**config.mk**
```make
export PLATFORM = sky130hd
export DESIGN_NAME = peripheral_apb4_msi_collector
export DESIGN_NICKNAME = d
export VERILOG_FILES = /design/src/rtl/peripheral_msi_pkg.sv /design/src/rtl/peripheral_msi_fifo.sv /design/src/rtl/peripheral_apb4_msi_collector.sv
export SDC_FILE = /design/constraint.sdc
export NUM_CORES = 1
export LEC_CHECK = 0
export CELL_PAD_IN_SITES_DETAIL_PLACEMENT = 1
export CELL_PAD_IN_SITES_GLOBAL_PLACEMENT = 1
export CORE_MARGIN = 3
export CORE_UTILIZATION = 51
export DETAILED_ROUTE_END_ITERATION = 8
export PLACE_DENSITY = 0.85
export SETUP_SLACK_MARGIN = 0.1
export SLEW_MARGIN = 20
export SYNTH_ARGS = -nofsm -noshare
export SYNTH_HDL_FRONTEND = slang
export SYNTH_HIERARCHICAL = 1
export SYNTH_SLANG_ARGS = --single-unit
```
**constraint.sdc**
```tcl
create_clock -name CLK -period 6.4 [get_ports CLK]
set_clock_uncertainty 0.1 [all_clocks]
set_input_delay 0.64 -clock CLK [delete_from_list [all_inputs] [get_ports CLK]]
set_output_delay 0.64 -clock CLK [all_outputs]
set_load 0.05 [all_outputs]
```
**src/rtl/peripheral_msi_pkg.sv**
```systemverilog
// Shared register map and bit positions for the APB4 MSI collector.
package peripheral_msi_pkg;
  localparam logic [2:0] REG_DOORBELL = 3'd0;
  localparam logic [2:0] REG_POP      = 3'd1;
  localparam logic [2:0] REG_STATUS   = 3'd2;
  localparam logic [2:0] REG_CTRL     = 3'd3;
  localparam logic [2:0] REG_TIMEOUT  = 3'd4;

  localparam int ST_CNT_W     = 8;
  localparam int ST_EMPTY     = 8;
  localparam int ST_FULL      = 9;
  localparam int ST_OVF       = 10;
  localparam int CTRL_EN      = 0;
  localparam int CTRL_THR_LSB = 8;
  localparam int THR_W        = 8;
endpackage

```
**src/rtl/peripheral_msi_fifo.sv**
```systemverilog
// Vector-ID FIFO with an explicit count; a push into a full FIFO is accepted only alongside a pop.
module peripheral_msi_fifo #(
  parameter int W     = 8,
  parameter int DEPTH = 16,
  parameter int CW    = $clog2(DEPTH) + 1
) (
  input  logic          clk_i,
  input  logic          rst_i,
  input  logic          push_i,
  input  logic [W-1:0]  data_i,
  input  logic          pop_i,
  output logic [W-1:0]  data_o,
  output logic [CW-1:0] count_o,
  output logic          full_o,
  output logic          empty_o
);
  localparam int AW = $clog2(DEPTH);

  logic [W-1:0]  mem_q [DEPTH];
  logic [AW-1:0] wptr_q, wptr_d, rptr_q, rptr_d;
  logic [CW-1:0] count_q, count_d;
  logic          do_push, do_pop;

  assign full_o  = (count_q == CW'(DEPTH));
  assign empty_o = (count_q == '0);
  assign do_pop  = pop_i & ~empty_o;
  assign do_push = push_i & (~full_o | do_pop);
  assign data_o  = mem_q[rptr_q];
  assign count_o = count_q;

  always_comb begin
    wptr_d  = wptr_q;
    rptr_d  = rptr_q;
    count_d = count_q;
    if (do_push) wptr_d = wptr_q + 1'b1;
    if (do_pop)  rptr_d = rptr_q + 1'b1;
    case ({do_push, do_pop})
      2'b10:   count_d = count_q + 1'b1;
      2'b01:   count_d = count_q - 1'b1;
      default: count_d = count_q;
    endcase
  end

  always_ff @(posedge clk_i or posedge rst_i) begin
    if (rst_i) begin
      wptr_q  <= '0;
      rptr_q  <= '0;
      count_q <= '0;
    end else begin
      wptr_q  <= wptr_d;
      rptr_q  <= rptr_d;
      count_q <= count_d;
    end
  end

  // Storage needs no reset: the count alone decides what is readable.
  always_ff @(posedge clk_i) begin
    if (do_push) mem_q[wptr_q] <= data_i;
  end
endmodule

```
**src/rtl/peripheral_apb4_msi_collector.sv**
```systemverilog
// APB4 slave collecting MSI vector IDs from doorbell writes and a hardware port,
// with threshold/timeout coalescing into a level interrupt.
module peripheral_apb4_msi_collector
  import peripheral_msi_pkg::*;
#(
  parameter int APB_ADDR_WIDTH = 8,
  parameter int APB_DATA_WIDTH = 32,
  parameter int VECTOR_W       = 8,
  parameter int DEPTH          = 16,
  parameter int TIMER_W        = 16
) (
  input  logic                      CLK,
  input  logic                      RST,
  input  logic [APB_ADDR_WIDTH-1:0] PADDR,
  input  logic [APB_DATA_WIDTH-1:0] PWDATA,
  input  logic                      PWRITE,
  input  logic                      PSEL,
  input  logic                      PENABLE,
  output logic [APB_DATA_WIDTH-1:0] PRDATA,
  output logic                      PREADY,
  output logic                      PSLVERR,
  input  logic                      hw_valid_i,
  input  logic [VECTOR_W-1:0]       hw_vector_i,
  output logic                      irq_o
);
  localparam int CW = $clog2(DEPTH) + 1;

  logic [2:0]          sel;
  logic                acc, stall, xfer, wr, rd;
  logic                db_push, pop, push, drop;
  logic [VECTOR_W-1:0] push_vec, fifo_data;
  logic [CW-1:0]       count;
  logic                full, empty;
  logic [APB_DATA_WIDTH-1:0] rdata;

  logic                en_q, en_d;
  logic [THR_W-1:0]    thr_q, thr_d, thr_eff;
  logic [TIMER_W-1:0]  timeout_q, timeout_d;
  logic [TIMER_W-1:0]  timer_q, timer_d;
  logic                ovf_q, ovf_d;
  logic                irq_q, irq_d;

  logic                unused_ok;
  assign unused_ok = ^{PADDR, PWDATA};

  assign sel   = PADDR[4:2];
  assign acc   = PSEL & PENABLE;
  // Hardware owns the single write port; a colliding doorbell waits it out.
  assign stall = acc & PWRITE & (sel == REG_DOORBELL) & hw_valid_i;
  assign xfer  = acc & ~stall;
  assign wr    = xfer & PWRITE;
  assign rd    = xfer & ~PWRITE;

  assign db_push  = wr & (sel == REG_DOORBELL);
  assign pop      = rd & (sel == REG_POP) & ~empty;
  assign push     = hw_valid_i | db_push;
  assign push_vec = hw_valid_i ? hw_vector_i : PWDATA[VECTOR_W-1:0];
  assign drop     = push & full & ~pop;

  peripheral_msi_fifo #(.W(VECTOR_W), .DEPTH(DEPTH), .CW(CW)) u_fifo (
    .clk_i   (CLK),
    .rst_i   (RST),
    .push_i  (push),
    .data_i  (push_vec),
    .pop_i   (pop),
    .data_o  (fifo_data),
    .count_o (count),
    .full_o  (full),
    .empty_o (empty)
  );

  always_comb begin
    rdata = '0;
    case (sel)
      REG_POP: if (!empty) begin
        rdata[APB_DATA_WIDTH-1] = 1'b1;
        rdata[VECTOR_W-1:0]     = fifo_data;
      end
      REG_STATUS: begin
        rdata[ST_CNT_W-1:0] = ST_CNT_W'(count);
        rdata[ST_EMPTY]     = empty;
        rdata[ST_FULL]      = full;
        rdata[ST_OVF]       = ovf_q;
      end
      REG_CTRL: begin
        rdata[CTRL_EN]                 = en_q;
        rdata[CTRL_THR_LSB +: THR_W]   = thr_q;
      end
      REG_TIMEOUT: rdata[TIMER_W-1:0] = timeout_q;
      default: rdata = '0;
    endcase
  end

  // During reset any in-flight access is completed cleanly.
  assign PREADY  = RST | ~stall;
  assign PSLVERR = ~RST & db_push & full;
  assign PRDATA  = (RST | ~(acc & ~PWRITE)) ? '0 : rdata;
  assign irq_o   = irq_q;

  assign thr_eff = (thr_q == '0) ? THR_W'(1) : thr_q;

  always_comb begin
    en_d      = en_q;
    thr_d     = thr_q;
    timeout_d = timeout_q;
    ovf_d     = ovf_q;
    timer_d   = timer_q;
    if (wr && sel == REG_CTRL) begin
      en_d  = PWDATA[CTRL_EN];
      thr_d = PWDATA[CTRL_THR_LSB +: THR_W];
    end
    if (wr && sel == REG_TIMEOUT) timeout_d = PWDATA[TIMER_W-1:0];
    if (wr && sel == REG_STATUS && PWDATA[ST_OVF]) ovf_d = 1'b0;
    if (drop) ovf_d = 1'b1;
    if (empty || pop)       timer_d = '0;
    else if (timer_q != '1) timer_d = timer_q + 1'b1;
    irq_d = en_q & ((9'(count) >= 9'(thr_eff)) |
                    ((timeout_q != '0) & (timer_q >= timeout_q)) |
                    ovf_q);
  end

  always_ff @(posedge CLK or posedge RST) begin
    if (RST) begin
      en_q      <= 1'b0;
      thr_q     <= '0;
      timeout_q <= '0;
      ovf_q     <= 1'b0;
      timer_q   <= '0;
      irq_q     <= 1'b0;
    end else begin
      en_q      <= en_d;
      thr_q     <= thr_d;
      timeout_q <= timeout_d;
      ovf_q     <= ovf_d;
      timer_q   <= timer_d;
      irq_q     <= irq_d;
    end
  end
endmodule
```
==> impl_metrics.toml, run 1 <==
[critical_path]
rr_worst_depth = 13
path_class = "flop to output pin"
reg2reg_to = "u_fifo/count_o[4]$_DFFE_PP0P_"
crit_slowest_cell = "dfrtp_2"
reg2reg_from = "u_fifo/count_o[1]$_DFFE_PP0P_"
setup.worst_path.end_class = "output pin"
setup.worst_path.start_class = "flop"
regToRegSetupSlack_ns = 2.34
cp_cell_sequence = "buf_4, mux4_2, a22oi_1, nand2_1, a22oi_1, nor2_1, a21oi_1, nor2_1, clkdlybuf4s50_1"
cp_max_fo = 19
slowest_delay_ns = 0.77
critPathArrivalTime_ns = 3.95
crit_required_ns = 5.66

[yosys]
synth_area_um2 = 8920
syn_inst = 652
ys_seq_area_share_pct = 58.8
postSynthAreaPerCell_um2 = 13.7
synthAdderAreaFrac_pct = 4.43
synth_top_area_share_pct = 43.1
synth-seq-cells = 184
synth_top_family_by_area = "simple AND/OR/NAND/NOR gates"
synth.area.mux_share_pct = 10.3
ys_types = 74
yosys.area_share.xor_xnor_pct = 2.06
synth-simple-area-share_pct = 10.5
ys_top_cells_by_area = "edfxtp_1 43%, dfrtp_1 16%, mux4_2 7.6%"
yosys.area.top_type = "edfxtp_1"
synth_edf_count = 128
yosysWarnings = 6
synth_compound_area_share_pct = 9.07
ys_async_sr_fraction_pct = 30.4
synth-main-ff-cell = "edfxtp_1"

[place]
hpwlAfterDp_mm = 16.1
port_buffers = 52
place_area_um2 = 9490
place_inst = 899
gp_congestion = 0.784

[floorplanning]
die_w_um = 138
fp.dieH_um = 138
core_um2 = 16900
io_pins = 89
initial_core_util_pct = 52.9
die-area_um2 = 19100
num_rows = 47

[global_route]
grt_usage_pct = 25.3
grt_pass1_wl_mm = 37.0
grt_pass1_vias = 6200
grt_overflow = 0
grt_max_degree = 46
antenna_found_initial = 0

[worst_hold_path]
min_to = "u_fifo/wptr_q[2]$_DFFE_PP0P_"
holdPathStages = 1
hp-start = "u_fifo/wptr_q[2]$_DFFE_PP0P_"
hold_path_class = "flop to flop"

[timing]
worst_pin_slew_ns = 0.885
rsz0062_at_grt = "no"
fin_setup_tns_ns = 0
hold_viol_final = 0
drv_slew = 0
fin_crit_sh_pct = 73.3
finalCriticalPeriod_ns = 4.69
setup_viol_count_final = 0
slew_headroom_pct = 40.9
timing.fmax_mhz = 213

[detailed_routing]
totalWireLength_mm = 23.5
vias = 5847
vias_per_cell = 6.28
route.detailed.drc = 0
wl_per_cell_um = 25.2
drtAntennaViolNets = 0
drtIter0Drc = 679
drt_pass1_iterations = 5

[clock_network]
path_clk_slew_ns = 0.08
tritoncts = "done"
clock_latency_ns = 0.45
post_cts_resized = 0
numClockSinks = 184
root_buffer = "clkbuf_16"
cts_made_buffers = 17
hold_buffers = 0
post_cts_buffers = 0
h-tree-depth = 4
clk_path_buf_depth = 2

[layout]
antenna_cells = 0
nets = 783
drive_gt1_share_pct = 15.9
fin_area_um2 = 10100
final_cells = 931
syn2layout_area_growth_pct = 13.1

[power_and_ir_drop]
irDropWorstVdd_v = 0.000229
p_seq_share_pct = 44.7
combPwrFrac_pct = 27.1
power_frac_clock_pct = 28.2
power_leakage_nw = 3.74
power.switching_mw = 1.28
p_int_mw = 2.47
swShare_pct = 34.2
power_density_nw_per_um2 = 372

[run]
max-cap-violations = 0

[outcome]
status = "complete, no violations"
cell families (layout without fill, tap and decap cells):
kind of cell    Yosys count  after routing
xor+xnor                 21             21
fa+ha+maj                31             31
flops                   184            184
simple gates            178            178
compound gates          112            112
buf+inv                  76            121
other cells               1             15
mux                      49             49
worst max-delay path, delay by kind of cell, from the launching register on:
kind / cells / cell delay (ns)
compound gates: 3 / 0.71
mux: 1 / 0.57
simple gates: 3 / 0.27
buf+inv: 2 / 1.17
flops: 1 / 0.77
synth_stat cells, types with 2 or more instances:
master	count
nand3_1	13
dfrtp_1	56
o21ai_2	16
and2_1	3
a211oi_1	5
and3_1	17
o21ai_0	11
xnor2_1	19
a31oi_1	2
xor2_1	2
nor4_1	6
inv_1	33
a32o_1	2
buf_1	4
and4_1	2
mux4_2	30
nand2b_1	7
nand4_1	7
clkbuf_1	7
mux2_1	2
ha_1	30
buf_2	5
nor2b_1	4
mux4_1	2
a22oi_1	33
or4_1	3
edfxtp_1	128
a21oi_1	23
mux2i_1	2
buf_6	6
nand2_1	44
mux2_2	13
buf_4	18
a41o_1	3
o211ai_1	4
nor3_1	4
nor2_1	49
how the worst max path moves through the flow:
stage / start / to / slack, ns / depth (start not counted)
floorplan: PADDR[2] / PSLVERR / 2.64 / 3
global placement: PADDR[2] / u_fifo/count_o[4]$_DFFE_PP0P_ / 2.15 / 11
detailed placement: PADDR[2] / u_fifo/count_o[4]$_DFFE_PP0P_ / 1.98 / 11
CTS: u_fifo/rptr_q[0]$_DFFE_PP0N_ / PRDATA[0] / 1.72 / 9
global route: u_fifo/rptr_q[0]$_DFFE_PP0N_ / PRDATA[0] / 1.47 / 9
finish: u_fifo/rptr_q[0]$_DFFE_PP0N_ / PRDATA[0] / 1.71 / 9
cell type report:
| class | instances | area (um^2) |
|---|---|---|
| timing repair buffer | 55 | 543 |
| inverter | 34 | 128 |
| sequential | 184 | 5250 |
| clock inverter | 15 | 171 |
| tap | 220 | 275 |
| clock buffer | 17 | 425 |
| multi-input combinational | 406 | 3300 |
| fill | 1628 | 6790 |
placed cells by master, fill, tap and decap left out, drive strengths merged, types with 13 or more instances in the layout:
master           n
nor2            50
xnor2           19
mux4            32
clkdlybuf4s50   52
inv             42
a21oi           23
conb            15
ha              30
and3            17
mux2            15
nand3           13
a22oi           33
o21ai           27
clkbuf          17
nand2           45
dfrtp           56
edfxtp         128
metal layers:
metal	wire, um	GRT usage, %
met5	0	0
met2	11500	41.5
met1	9830	34.7
met4	603	7.75
met3	1510	4.87
power by group through the flow:
stage / logic (mW) / registers, mW / clock network (mW)
2_1_floorplan: 0.770 / 1.60 / 0
3_3_place_gp: 0.916 / 1.67 / 0
3_5_place_dp: 0.994 / 1.69 / 0
4_1_cts: 1.01 / 1.67 / 1.07
5_1_grt: 1.10 / 1.70 / 1.13
6_report: 1.02 / 1.67 / 1.06
stage by stage:
step	hold slack [ns]	power [mW]	worst slack, ns	util [%]
6_report	0.411	3.75	1.71	59.8
5_1_grt	0.426	3.92	1.47	59.8
4_1_cts	0.408	3.75	1.72	59.8
3_5_place_dp	0.413	2.68	1.98	56.2
3_3_place_gp	0.377	2.58	2.15	56.2
2_1_floorplan	0.359	2.37	2.64	-
state kept, by name, indices dropped and copies added, names as in the netlist:
signal	cells
irq_o	1
u_fifo/rptr_q	4
u_fifo/mem_q	128
u_fifo/count_o	5
timer_q	16
thr_q	8
ovf_q	1
u_fifo/wptr_q	4
timeout_q	16
en_q	1
Power figures use the tool's default switching activity.
==> run 2: changes to the inputs <==
CORE_UTILIZATION = 43   (was 51)
PLACE_DENSITY = 0.77   (was 0.85)
clock period = 4.2 ns   (was 6.4 ns; I/O delays follow)
==> impl_metrics.toml, run 2 (synthesis gave the netlist of run 1 again) <==
[outcome]
status = "complete, no violations"

[global_route]
antenna_found_initial = 0
grt_pass1_vias = 6062
grt_usage_pct = 20.5
grt_max_degree = 40
grt_pass1_wl_mm = 34.8
grt_overflow = 0

[layout]
final_cells = 987
nets = 789
largest_reg_flops = 128
antenna_cells = 0
top_register = "u_fifo/mem_q"
reg_top3 = "u_fifo/mem_q (128), timeout_q (16), timer_q (16)"
final_cell_mix = "128 x edfxtp_1, 55 x dfrtp_1, 52 x clkdlybuf4s50_1"
syn2layout_area_growth_pct = 14.1
drive_gt1_share_pct = 16.2
mostFrequentLayoutCell = "edfxtp_1"

[timing]
drv_slew = 0
rsz0062_at_grt = "no"
fin_crit_sh_pct = 92.5
setup_viol_count_final = 0
fin_setup_tns_ns = 0
hold_viol_final = 0
timing.fmax_mhz = 257
hold_slack_ns = 0.249
finalCriticalPeriod_ns = 3.88
worst_pin_slew_ns = 0.775
slew_headroom_pct = 48.1

[power_and_ir_drop]
total_power_mw = 5.64
irDropWorstVdd_v = 0.000342
power_density_nw_per_um2 = 554
power_leakage_nw = 3.75

[clock_network]
post_cts_resized = 0
clock_latency_ns = 0.43
post_cts_buffers = 0
numClockSinks = 184
clk_path_buf_depth = 2
cts_made_buffers = 17
tritoncts = "done"
path_clk_slew_ns = 0.07
root_buffer = "clkbuf_16"
h-tree-depth = 4
hold_buffers = 0

[detailed_routing]
totalWireLength_mm = 22.0
drtAntennaViolNets = 0
vias_per_cell = 5.81
drtIter0Drc = 390
vias = 5736
wl_per_cell_um = 22.3
route.detailed.drc = 0
drt_pass1_iterations = 5

[critical_path]
cp_max_fo = 14
path_class = "flop to output pin"
setup.worst_path.start_class = "flop"
cp_top_family = "buffers and inverters"
crit_slowest_cell = "dfrtp_1"
cp_cell_sequence = "buf_4, mux4_1, a22oi_1, nand2_1, a21oi_1, nor2_1, clkdlybuf4s50_1"
critPathBufInv = 2
slowest_delay_ns = 0.74
critPathArrivalTime_ns = 3.36
crit_required_ns = 3.68
setup.worst_path.end_class = "output pin"

[floorplanning]
core_um2 = 20300
initial_core_util_pct = 44.0
die_w_um = 150
fp.dieH_um = 150
num_rows = 52
io_pins = 89
die-area_um2 = 22500

[place]
hpwlAfterDp_mm = 15.8
gp_congestion = 0.843
place_inst = 955
port_buffers = 52

[run]
max-cap-violations = 0

[worst_hold_path]
hold_path_class = "input port to asynchronous set/reset pin"
-- run 2: layout make-up --
| class | instances | area [um^2] |
|---|---|---|
| clock buffer | 19 | 433 |
| clock inverter | 13 | 149 |
| fill | 2072 | 10100 |
| inverter | 34 | 128 |
| multi-input combinational | 406 | 3300 |
| sequential | 184 | 5250 |
| tap | 270 | 338 |
| timing repair buffer | 61 | 588 |
-- run 2: through the flow --
step | worst slack (ns) | utilization, % | instance area, um^2
4_1_cts | 0.162 | 50.1 | 10200
2_1_floorplan | 0.876 | - | 8970
6_report | 0.316 | 50.2 | 10200
5_1_grt | 0.145 | 50.2 | 10200
3_5_place_dp | 0.587 | 47.3 | 9600
3_3_place_gp | 0.663 | 47.3 | 9600
-- run 2: path summary, 6_finish.rpt --
path / endpoint / from / slack [ns] / cells past startpoint
max reg2reg: u_fifo/count_o[4]$_DFFE_PP0P_ / u_fifo/count_o[1]$_DFFE_PP0P_ / 0.53 / 13
min reg2reg: u_fifo/wptr_q[2]$_DFFE_PP0P_ / u_fifo/wptr_q[2]$_DFFE_PP0P_ / 0.41 / 1
max in group asynchronous: timer_q[5]$_DFFE_PP0P_ / RST / 3.01 / 3
max: PRDATA[4] / u_fifo/rptr_q[1]$_DFFE_PP0N_ / 0.32 / 7
min in group CLK: u_fifo/wptr_q[2]$_DFFE_PP0P_ / u_fifo/wptr_q[2]$_DFFE_PP0P_ / 0.41 / 1
min: thr_q[2]$_DFFE_PP0P_ / RST / 0.25 / 2
-- run 2: where the power goes --
part	switching, mW	total, mW	internal (mW)
sequential	0.308	2.55	2.24
combinational	0.831	1.52	0.685
clock	0.691	1.57	0.883
-- run 2: routing by layer --
layer	wire length, um	GRT usage (%)
met5	0	0
met4	296	5.08
met3	1080	3.69
met2	11000	34.0
met1	9680	28.1
==> run 3: changes to the inputs <==
SYNTH_HIERARCHICAL = unset   (was 1)
==> impl_metrics.toml, run 3 <==
[critical_path]
critPathBufInv = 1
setup.worst_path.start_class = "flop"
rr_worst_depth = 9
crit_required_ns = 3.68
cp_top_family = "multiplexers"
slowest_delay_ns = 0.84
cp_cell_sequence = "mux4_1, mux2_2, a21oi_1, o22ai_1, clkdlybuf4s50_1"
critPathArrivalTime_ns = 3.32
crit_cells = 5
setup.worst_path.end_class = "output pin"
path_class = "flop to output pin"
cp_max_fo = 24
crit_slowest_cell = "dfrtp_2"

[layout]
final_cell_mix = "128 x edfxtp_1, 55 x dfrtp_1, 49 x clkdlybuf4s50_1"
largest_reg_flops = 128
reg_top3 = "u_fifo.mem_q (128), timeout_q (16), timer_q (16)"
syn2layout_area_growth_pct = 15.7
nets = 792
top_register = "u_fifo.mem_q"
mostFrequentLayoutCell = "edfxtp_1"
drive_gt1_share_pct = 16.0

[yosys]
syn_inst = 648
ys_seq_area_share_pct = 59.5
synthMostInstantiatedCell = "edfxtp_1"
synth-seq-cells = 184
yosysWarnings = 0
ys_top_cells_by_area = "edfxtp_1 44%, dfrtp_1 16%, mux4_2 6.6%"
synth_edf_count = 128
ys_async_sr_fraction_pct = 30.4
postSynthAreaPerCell_um2 = 13.6
synth-main-ff-cell = "edfxtp_1"
synth_top_cells_by_count = "128 x edfxtp_1, 56 x dfrtp_1, 47 x nor2_1, 41 x nand2_1, 36 x inv_1"
synth_area_um2 = 8820
ys_types = 65
synth_top_area_share_pct = 43.6
yosys.area.top_type = "edfxtp_1"

[worst_hold_path]
hold_path_class = "input port to asynchronous set/reset pin"

[timing]
worst_pin_slew_ns = 0.999
rsz0062_at_grt = "no"
finalCriticalPeriod_ns = 3.84
setup_viol_count_final = 0
drv_slew = 0
slew_headroom_pct = 33.4
hold_viol_final = 0
fin_crit_sh_pct = 91.4
setup_ws_ns = 0.362
fin_setup_tns_ns = 0
timing.fmax_mhz = 261

[floorplanning]
num_rows = 51
die_w_um = 149
core_um2 = 19800
fp.dieH_um = 149
io_pins = 89
initial_core_util_pct = 44.6
die-area_um2 = 22300

[clock_network]
post_cts_resized = 0
post_cts_buffers = 0
hold_buffers = 0
path_clk_slew_ns = 0.07
numClockSinks = 184
cts_made_buffers = 17
tritoncts = "done"
h-tree-depth = 4
clock_latency_ns = 0.43
clk_path_buf_depth = 2
root_buffer = "clkbuf_16"

[place]
port_buffers = 52
hpwlAfterDp_mm = 16.1
gp_congestion = 0.830
dp_slack_ns = 0.656

[global_route]
grt_usage_pct = 21.4
grt_pass1_vias = 6236
grt_max_degree = 53
antenna_found_initial = 1
grt_overflow = 0
grt_pass1_wl_mm = 35.9

[outcome]
status = "complete, no violations"

[detailed_routing]
drt-met1-wl_mm = 10.0
drtIter0Drc = 398
drt_pass1_iterations = 5
top_layer = "met4"
totalWireLength_mm = 23.1
met3_wirelength_mm = 1.13
wl_per_cell_um = 23.5
drtAntennaViolNets = 0
route.detailed.drc = 0
routed-wl-met2_mm = 11.5
vias = 5733
vias_per_cell = 5.81

[power_and_ir_drop]
power_density_nw_per_um2 = 561
irDropWorstVdd_v = 0.000328
power_leakage_nw = 3.76

[run]
max-cap-violations = 0
run 3: cell count changes after synthesis, sizes merged, moves of 4 or more:
cell / previous run / this run
mux2: 15 / 23
o22ai: 1 / 5
and3: 17 / 4
buf: 35 / 26
a22oi: 33 / 12
mux2i: 2 / 15
clkbuf: 7 / 16
and2: 5 / 9
run 3: layer usage:
layer,GRT usage (%),up-vias
met3,4.13,31
met4,6.82,0
met1,28.3,2992
li1,-,2522
met5,0,-
met2,36.0,188
run 3: cells by family after synthesis:
kind of cell               share of synthesized area (%)
buffers and inverters                               4.29
and+or+nand+nor                                     9.82
DFF                                                 59.5
other                                             0.0425
adders and majority gates                           4.48
AOI/OAI and AO/OA                                   7.44
muxes                                               12.6
xor gates and xnor gates                            1.89
run 3: final cells by class:
cell class / instances / area, um^2
diodes: 1 / 2.50
multi-input cells: 400 / 3250
well taps: 265 / 332
clock inverters: 13 / 169
repair buffers: 68 / 633
clock buffers: 19 / 433
flip-flops and latches: 184 / 5250
fillers: 1979 / 9580
inverters: 36 / 135
run 3: power by group:
part	total (mW)	leakage, nW	switching [mW]	internal (mW)
clock network	1.65	0.288	0.706	0.945
logic	1.49	1.64	0.805	0.688
registers	2.58	1.84	0.340	2.24
total	5.72	3.76	1.85	3.87
run 3: final timing paths:
check | end | startpoint | slack, ns
min in group CLK | thr_q[6]$_DFFE_PP0P_ | thr_q[6]$_DFFE_PP0P_ | 0.45
max reg2reg | u_fifo.count_o[4]$_DFFE_PP0P_ | u_fifo.count_o[4]$_DFFE_PP0P_ | 1.55
min reg2reg | thr_q[6]$_DFFE_PP0P_ | thr_q[6]$_DFFE_PP0P_ | 0.45
min | u_fifo.rptr_q[0]$_DFFE_PP0P_ | RST | 0.16
max in group asynchronous | timer_q[4]$_DFFE_PP0P_ | RST | 2.90
max | PRDATA[1] | u_fifo.rptr_q[0]$_DFFE_PP0P_ | 0.36
run 3: stage by stage:
stage               power (mW)  area, um^2  hold WS (ns)  std cells  util, %
floorplan                 3.61        8870         0.370        662        -
global placement          3.96        9590         0.420        953     48.5
detailed placement        4.08        9590         0.432        953     48.5
CTS                       5.75       10200         0.158        985     51.5
global route              6.00       10200         0.173        986     51.5
finish                    5.72       10200         0.164        986     51.5
